--- config.mk ---
export PLATFORM = sky130hd
export DESIGN_NAME = apb_master_arbiter
export DESIGN_NICKNAME = d
export VERILOG_FILES = /design/src/rtl/apb_arb_pkg.sv /design/src/rtl/rr_picker.sv /design/src/rtl/apb_master_arbiter.sv
export SDC_FILE = /design/constraint.sdc
export NUM_CORES = 1
export LEC_CHECK = 0
export BUFFER_PORTS_ARGS = -buffer_cell sky130_fd_sc_hd__buf_2
export CAP_MARGIN = 20
export CORE_MARGIN = 4
export CORE_UTILIZATION = 39
export CTS_CLUSTER_SIZE = 8
export DETAILED_ROUTE_END_ITERATION = 8
export PLACE_DENSITY = 0.73
export SETUP_SLACK_MARGIN = 0.2
export SLEW_MARGIN = 15
export SYNTH_ARGS = -nofsm -noshare
export SYNTH_HDL_FRONTEND = slang
export SYNTH_SLANG_ARGS = --single-unit
--- constraint.sdc ---
create_clock -name pclk -period 1.6 [get_ports pclk]
set_input_delay 0.08 -clock pclk [delete_from_list [all_inputs] [get_ports pclk]]
set_output_delay 0.08 -clock pclk [all_outputs]
set_load 0.01 [all_outputs]
--- src/rtl/apb_arb_pkg.sv ---
// apb_arb_pkg: shared types and defaults for the APB master arbiter.
//   state_e          - arbiter FSM states (IDLE / SETUP / ACCESS)
//   DEF_AW/DEF_DW    - default APB address / data widths
//   DEF_TIMEOUT      - default number of ACCESS cycles without pready before abort
package apb_arb_pkg;

  typedef enum logic [1:0] {
    IDLE   = 2'd0,
    SETUP  = 2'd1,
    ACCESS = 2'd2
  } state_e;

  localparam int DEF_AW      = 32;
  localparam int DEF_DW      = 32;
  localparam int DEF_TIMEOUT = 16;

endpackage

--- src/rtl/rr_picker.sv ---
// rr_picker: combinational round-robin search.
//   req  [NREQ] - pending request bits
//   last [GW]   - index granted most recently; search starts at last+1
//   any         - at least one request pending
//   idx  [GW]   - first pending index at or after last+1, wrapping around
module rr_picker
  import apb_arb_pkg::*;
#(
  parameter int NREQ = 2,
  parameter int GW   = 1
) (
  input  logic [NREQ-1:0] req,
  input  logic [GW-1:0]   last,
  output logic            any,
  output logic [GW-1:0]   idx
);

  always_comb begin
    any = |req;
    idx = '0;
    // Walk from the farthest candidate to the nearest so the nearest one
    // after 'last' is the final (winning) assignment. k = NREQ is 'last' itself.
    for (int k = NREQ; k >= 1; k--) begin
      if (req[(int'(last) + k) % NREQ]) idx = GW'((int'(last) + k) % NREQ);
    end
  end

endmodule

--- src/rtl/apb_master_arbiter.sv ---
// apb_master_arbiter: round-robin APB master shared by NREQ requesters.
//   pclk, presetn          - clock, synchronous active-low reset
//   req_valid/write/addr/wdata - per-requester request (flat packed addr/wdata)
//   req_ready [NREQ]       - one-cycle accept pulse (in SETUP)
//   rsp_valid [NREQ]       - one-cycle completion pulse
//   rsp_rdata, rsp_err     - read data / timeout flag, valid with rsp_valid
//   grant_id, busy         - current/last grant, transfer in progress
//   psel/penable/pwrite/paddr/pwdata - APB master outputs
//   prdata, pready         - APB slave response
module apb_master_arbiter
  import apb_arb_pkg::*;
#(
  parameter int NREQ    = 2,
  parameter int AW      = DEF_AW,
  parameter int DW      = DEF_DW,
  parameter int TIMEOUT = DEF_TIMEOUT,
  localparam int GW     = (NREQ > 1) ? $clog2(NREQ) : 1
) (
  input  logic                 pclk,
  input  logic                 presetn,
  input  logic [NREQ-1:0]      req_valid,
  input  logic [NREQ-1:0]      req_write,
  input  logic [NREQ*AW-1:0]   req_addr,
  input  logic [NREQ*DW-1:0]   req_wdata,
  output logic [NREQ-1:0]      req_ready,
  output logic [NREQ-1:0]      rsp_valid,
  output logic [DW-1:0]        rsp_rdata,
  output logic                 rsp_err,
  output logic [GW-1:0]        grant_id,
  output logic                 busy,
  output logic                 psel,
  output logic                 penable,
  output logic                 pwrite,
  output logic [AW-1:0]        paddr,
  output logic [DW-1:0]        pwdata,
  input  logic [DW-1:0]        prdata,
  input  logic                 pready
);

  localparam int            CW    = (TIMEOUT > 1) ? $clog2(TIMEOUT) : 1;
  localparam logic [CW-1:0] TLAST = CW'(TIMEOUT - 1);
  localparam logic [GW-1:0] GLAST = GW'(NREQ - 1);

  state_e          state, state_d;
  logic [GW-1:0]   last_grant, last_grant_d;
  logic [CW-1:0]   tcnt, tcnt_d;

  logic [GW-1:0]   grant_d;
  logic            psel_d, penable_d, pwrite_d, busy_d, err_d;
  logic [AW-1:0]   paddr_d;
  logic [DW-1:0]   pwdata_d, rdata_d;
  logic [NREQ-1:0] ready_d, rspv_d;

  logic            pick_any;
  logic [GW-1:0]   pick_idx;

  rr_picker #(.NREQ(NREQ), .GW(GW)) u_pick (
    .req  (req_valid),
    .last (last_grant),
    .any  (pick_any),
    .idx  (pick_idx)
  );

  // Next-state and next-output logic; every output is registered below.
  always_comb begin
    state_d      = state;
    last_grant_d = last_grant;
    tcnt_d       = tcnt;
    grant_d      = grant_id;
    psel_d       = psel;
    penable_d    = penable;
    pwrite_d     = pwrite;
    paddr_d      = paddr;
    pwdata_d     = pwdata;
    busy_d       = busy;
    rdata_d      = rsp_rdata;
    err_d        = rsp_err;
    ready_d      = '0;
    rspv_d       = '0;

    unique case (state)
      IDLE: begin
        if (pick_any) begin
          grant_d           = pick_idx;
          pwrite_d          = req_write[pick_idx];
          paddr_d           = req_addr[int'(pick_idx)*AW +: AW];
          pwdata_d          = req_wdata[int'(pick_idx)*DW +: DW];
          ready_d[pick_idx] = 1'b1;
          psel_d            = 1'b1;
          penable_d         = 1'b0;
          busy_d            = 1'b1;
          tcnt_d            = '0;
          state_d           = SETUP;
        end
      end
      SETUP: begin
        last_grant_d = grant_id;
        penable_d    = 1'b1;
        state_d      = ACCESS;
      end
      ACCESS: begin
        // pready takes priority over the timeout limit in the same cycle.
        if (pready || tcnt == TLAST) begin
          rdata_d          = (pready && !pwrite) ? prdata : '0;
          err_d            = !pready;
          rspv_d[grant_id] = 1'b1;
          psel_d           = 1'b0;
          penable_d        = 1'b0;
          busy_d           = 1'b0;
          tcnt_d           = '0;
          state_d          = IDLE;
        end else begin
          tcnt_d = tcnt + 1'b1;
        end
      end
      default: state_d = IDLE;
    endcase
  end

  always_ff @(posedge pclk) begin
    if (!presetn) begin
      state      <= IDLE;
      last_grant <= GLAST;   // requester 0 wins the first arbitration
      tcnt       <= '0;
      grant_id   <= '0;
      psel       <= 1'b0;
      penable    <= 1'b0;
      pwrite     <= 1'b0;
      paddr      <= '0;
      pwdata     <= '0;
      busy       <= 1'b0;
      rsp_rdata  <= '0;
      rsp_err    <= 1'b0;
      req_ready  <= '0;
      rsp_valid  <= '0;
    end else begin
      state      <= state_d;
      last_grant <= last_grant_d;
      tcnt       <= tcnt_d;
      grant_id   <= grant_d;
      psel       <= psel_d;
      penable    <= penable_d;
      pwrite     <= pwrite_d;
      paddr      <= paddr_d;
      pwdata     <= pwdata_d;
      busy       <= busy_d;
      rsp_rdata  <= rdata_d;
      rsp_err    <= err_d;
      req_ready  <= ready_d;
      rsp_valid  <= rspv_d;
    end
  end

endmodule

# Yosys cells after proc, flatten, opt, wreduce, memory -nomap -nowiden

Index checks and enable logic that the tools add are counted.

Register bits: 112
Bits of input ports: 167
Logic and storage cells: 75
Output and inout port bits: 106

Multiplexer cells: 26
Order comparisons: 6
Shift operators: 2
Add/sub/neg operators: 3
Bitwise gates (word level): 2
Eq/ne operators: 5
Reductions and logical operators: 18

Operators with widths:

| cell                                                       | number |
|---|---|
| indexed part select 64 x 7 -> 32 bit                       | 2 |
| 2-to-1 mux 32 bit                                          | 1 |
| 2-to-1 mux 1 bit                                           | 15 |
| AND reduction 3 bit                                        | 4 |
| 2-to-1 mux 4 bit                                           | 2 |
| one-hot mux 4 bit (2 select lines)                         | 1 |
| AND reduction 2 bit                                        | 4 |
| less-than comparator 2 x 3 -> 1 bit, second input constant | 2 |
| one-hot mux 2 bit (3 select lines)                         | 1 |
| adder 4 x 1 -> 4 bit, second input constant                | 1 |
| == test 4 bit, second input constant                       | 1 |
| less-than comparator 1 x 2 -> 1 bit, second input constant | 2 |
| 2-to-1 mux 2 bit                                           | 2 |
| inequality test 2 bit, second input constant               | 2 |
| logical AND 1 bit                                          | 3 |
| one-hot mux 1 bit (3 select lines)                         | 1 |
| nonzero test 3 bit                                         | 1 |
| adder 1 bit, second input constant                         | 2 |
| AND 1 bit, first input constant                            | 2 |
| demux 1 bit (select 1 bit)                                 | 2 |
| == test 2 x 1 -> 1 bit, second input constant              | 1 |
| == test 2 bit, second input constant                       | 1 |
| >= comparator 1 bit, second input constant                 | 2 |
| zero test 1 bit                                            | 2 |
| 5 further kinds                                            | 5 |

# Depth between registers and ports, before layout

Depth in word-level cells: 11
Gate-level depth with buffers: 6
Mapped depth without buffers: 4

# Cells and area by module

From an unflattened synthesis, not the netlist that was laid out.

Cells, all modules: 433
Area total of the unflattened synthesis: 4528.1 um^2

Modules (own cells, without submodules):

| module             | sequential area each (um^2) | instances | cells each | area each (um^2) |
|---|---|---|---|---|
| apb_master_arbiter | 2242.2                      | 1         | 431        | 4514.3 |
| rr_picker          | 0.0                         | 1         | 2          | 13.8 |

# Worst setup path after synthesis

No wires, ideal clock.

Path type: register to register
From: register tcnt[0]
To: register rsp_rdata[0]
Required time: 1.528 ns
Clock period less this slack: 1.590 ns
Setup time: 0.072 ns
Slack: 0.010 ns
Arrival time: 1.518 ns
Path buffers: 2
Stages on the path, launching flop included: 7
Cell sequence: dfxtp_1 > ha_1 > a31oi_1 > nor3b_1 > buf_2 > buf_2 > mux2i_1

Cells in the longest elaborated chain, start to end: 3

Ends and longest elaborated chain:

| element                              | line                      | RTL |
|---|---|---|
| from (decl)                          | apb_master_arbiter.sv:46  | `logic [CW-1:0] tcnt, tcnt_d;` |
| from (signal assigned)               | apb_master_arbiter.sv:139 | `tcnt <= tcnt_d;` |
| == test 4 bit                        | apb_master_arbiter.sv:103 | `if (pready \|\| tcnt == TLAST) begin` |
| logical OR 1 bit                     | apb_master_arbiter.sv:103 |  |
| AND reduction 2 bit (no source line) | -                         |  |
| to (signal assigned)                 | apb_master_arbiter.sv:147 | `rsp_rdata <= rdata_d;` |
| to (decl)                            | apb_master_arbiter.sv:27  | `output logic [DW-1:0] rsp_rdata,` |

No other way between the ends.
A chain may end at the register's enable or synchronous reset.

# Worst setup path in the final report

From: register state[0]
To: register paddr[21]

Cells in the longest elaborated chain, start to end: 2

Ends and longest elaborated chain:

| element                              | line                      | RTL |
|---|---|---|
| from (decl)                          | apb_master_arbiter.sv:44  | `state_e state, state_d;` |
| from (signal assigned)               | apb_master_arbiter.sv:137 | `state <= state_d;` |
| zero test 2 bit                      | apb_master_arbiter.sv:81  | `unique case (state)` |
| AND reduction 2 bit (no source line) | -                         |  |
| to (signal assigned)                 | apb_master_arbiter.sv:144 | `paddr <= paddr_d;` |
| to (decl)                            | apb_master_arbiter.sv:34  | `output logic [AW-1:0] paddr,` |

No other way between the ends.

==> PnR_summary.wiki <==
{| class="wikitable"
! Metric !! Value
|-
| Result of the run || complete, no violations
|-
| Main combinational cell family by area after synthesis || simple AND/OR/NAND/NOR gates
|-
| LEAKAGE || 3.799 nW
|-
| Leading cell type in the layout, fill and taps excluded || buf_2
|-
| Share of the synthesized netlist area taken by xor and xnor gates || 0%
|-
| Filler cells || 767
|-
| Total number of vias || 5,020
|-
| Total of flip-flops plus latches after synthesis || 112
|-
| Worst endpoint required time || 1.83 ns
|-
| Synth Net Count || 594
|-
| Die Height || 114.0 um
|-
| Synthesized instance count || 426
|-
| Setup repair after global routing missed its margin || yes
|-
| Total cell area at the placement stage || 5911 sq um
|-
| Share of final-layout standard cells stronger than drive strength 1 || 41.73%
|-
| Worst Setup End Kind || register
|-
| Layout overhead on the synthesized area || 73.82%
|-
| Synth cell types || 33
|-
| Overflow after GRT || 0
|-
| Final Instance Area || 7610 sq um
|-
| Area share of and/or/nand/nor cells after synthesis || 18.41%
|-
| Arrival time of data at the critical path endpoint || 1.72 ns
|-
| Worst slew margin relative to its limit || 74.74%
|-
| CTS tree || yes
|-
| Period utilisation layout || 92.86%
|-
| Multiplexer share of the synthesized area || 7.545%
|-
| Count of H-tree levels built during CTS || 3
|-
| Number of failing hold endpoints at the final stage || 0
|-
| Cell type contributing the most total cell area after synthesis || dfxtp_1
|-
| CP Max Fanout || 29
|-
| Largest net degree at the start of global routing || 52
|-
| Number of global-route vias before repair || 5,032
|-
| Maximum buffer depth of the clock tree || 2
|-
| Finished Core Util || 69.59%
|-
| Mean number of vias per cell || 5.352
|-
| Share of synthesized area occupied by flip-flops and latches || 51.21%
|-
| Initial Util || 40.03%
|-
| Mean instance size in the synthesized netlist || 10.28 sq um
|-
| Critical path class || reg2reg
|-
| Clock-pin slew of the registers on the worst-case setup and hold paths || 0.07 ns
|-
| GRT Resource Usage Total || 24.22%
|-
| Port Buf Inserts || 272
|-
| Setup Viol. Count Final || 0
|-
| Sum of routed wire length over all layers || 17,180 um
|-
| Cell types with the largest area share after synthesis || dfxtp_1, a221o_1, and3_1, mux2i_1, nand2_1
|-
| Commonest non-fill, non-tap cells in the layout || buf_2, dfxtp_1, dlygate4sd3_1
|-
| I/O Pins || 273
|-
| PwrDens || 940.8 nW/um^2
|-
| Total number of clock tree sinks || 112
|-
| Cell at the root of the clock tree || clkbuf_16
|-
| Initial antenna violation count || 0
|-
| Max-cap violation count || 0
|-
| Worst vdd ir || 0.6131 mV
|-
| Number of pins with negative max-slew slack in the final report || 0
|-
| Hold Crit Class || in2reg
|-
| Antenna Violating Nets Remaining || 0
|-
| Area share of fa/ha/maj cells after synthesis || 0.2858%
|-
| Number of standard-cell rows in the floorplan || 38
|-
| Setup total negative slack || 0 ns
|-
| Startpoint type of the worst setup path || register
|-
| Worst clock skew || 0.006826 ns
|-
| CTS Buf Count || 9
|-
| Synthesized-area fraction occupied by ao, oa, aoi and oai cells || 17.40%
|-
| Wire length of the first global-routing pass || 25,150 um
|-
| Residual DRC || 0
|-
| Cell area after synthesis || 4378 sq um
|-
| Time the worst path needs with I/O delays and setup || 1.486 ns
|-
| Global placer's final weighted congestion || 0.8242
|-
| Standard cell core area || 10,940 sq um
|-
| First-iteration detailed-routing DRC count || 350
|-
| Post-synth top area share || 51.21%
|-
| Antenna diodes || 0
|-
| Synth Warn # || 0
|-
| Clock latency of the later-clocked register in the worst-skew pair || 0.35 ns
|-
| Routed wire per std cell || 18.32 um
|-
| HPWL after DPL || 10,100 um
|-
| Die outline width || 114.0 um
|-
| Number of nets in the final layout || 961
|-
| Full die area || 12,980 sq um
|-
| Actual slew at the worst max-slew pin || 0.3749 ns
|-
| Number of detailed-routing iterations run before antenna repair || 4
|-
| Peak clock frequency supported by timing || 673.1 MHz
|}
logic make-up after synthesis:
group	Yosys count
AOI/OAI and AO/OA	82
adders and majority gates	1
muxes	33
DFF	112
buffers and inverters	44
and+or+nand+nor	154
registers in the layout, indices dropped and copies added, names as in the netlist:
signal and count:
state 2, req_ready 2, tcnt 4, rsp_rdata 32, rsp_err 1, grant_id 1
pwrite 1, penable 1, rsp_valid 2, psel 1, pwdata 32, paddr 32
last_grant 1
area by class of cell:
cell class	instances	area [sq um]	area share [%]
Tap cell	140	175.2	2.302
Sequential cell	112	2247	29.53
Clock buffer	10	229.0	3.009
Multi-Input combinational cell	270	1998	26.26
Clock inverter	6	115.1	1.513
Timing Repair Buffer	398	2838	37.29
Inverter	2	7.507	0.09865
through the flow:
step	hold slack [ns]	instances	total power, mW	worst slack [ns]
floorplan	0.2178	426	3.743	0.05227
global placement	0.3031	809	4.267	0.1628
detailed placement	0.3051	809	4.292	0.1109
CTS	0.005788	930	7.085	0.1240
global route	0.01683	938	7.434	0.06672
finish	0.006663	938	7.160	0.1142
where the power goes:
part	leakage [nW]	switching (mW)	internal (mW)
Combinational	2.72	0.664	0.801
Clock	0.163	1.03	1.54
Sequential	0.918	0.123	3.00
Total	3.80	1.82	5.34
worst max-delay path, stage by stage (launching register included):
cell and delay, ns:
dfxtp_2 0.33, or2_4 0.26, o21a_4 0.24, buf_12 0.17
a221o_1 0.35
synthesized netlist by cell type:
library cell,n
a211oi_1,3
a21boi_1,1
a21o_1,1
a21oi_1,4
a221o_1,65
a31oi_1,1
and2_1,1
and3_1,67
and3b_1,1
buf_2,9
buf_4,1
buf_6,6
clkbuf_1,26
dfxtp_1,112
ha_1,1
inv_1,2
mux2i_1,33
nand2_1,65
nand2b_1,1
nand3_1,3
nand3b_1,2
nor2_1,3
nor2b_1,1
nor3_1,3
nor3b_1,4
nor3b_2,1
o211a_1,1
o21a_1,1
o21ai_0,3
o21bai_1,1
o31ai_1,1
or2_4,1
or4_1,1
per-layer routing:
layer  track usage, %  routed length [um]  up-vias  share of wire [%]
met3            6.737                1607       54                9.4
li1                 -                   -     2327                  -
met4            11.48                 602        0                3.5
met2            42.15                8568      274                 50
met5                0                   0        -                  0
met1            27.28                6405     2365                 37
worst paths after layout:
kind                startpoint             to  slack, ns  cells past startpoint
setup / recovery      state[0]      paddr[21]       0.11                      4
hold / removal      prdata[29]  rsp_rdata[29]      0.007                      3
setup reg to reg      state[0]      paddr[21]       0.11                      4
hold reg to reg   rsp_rdata[4]   rsp_rdata[4]       0.46                      2
timing repair:
action	in CTS	in global routing
hold buffers	96	0
gates cloned	4	6
resized for setup	10	15
endpoints found under the hold margin	96	0
pin swaps	1	5
buffers inserted	5	2
endpoints found under the setup margin	101	107
(Power assumes the default switching activity.)
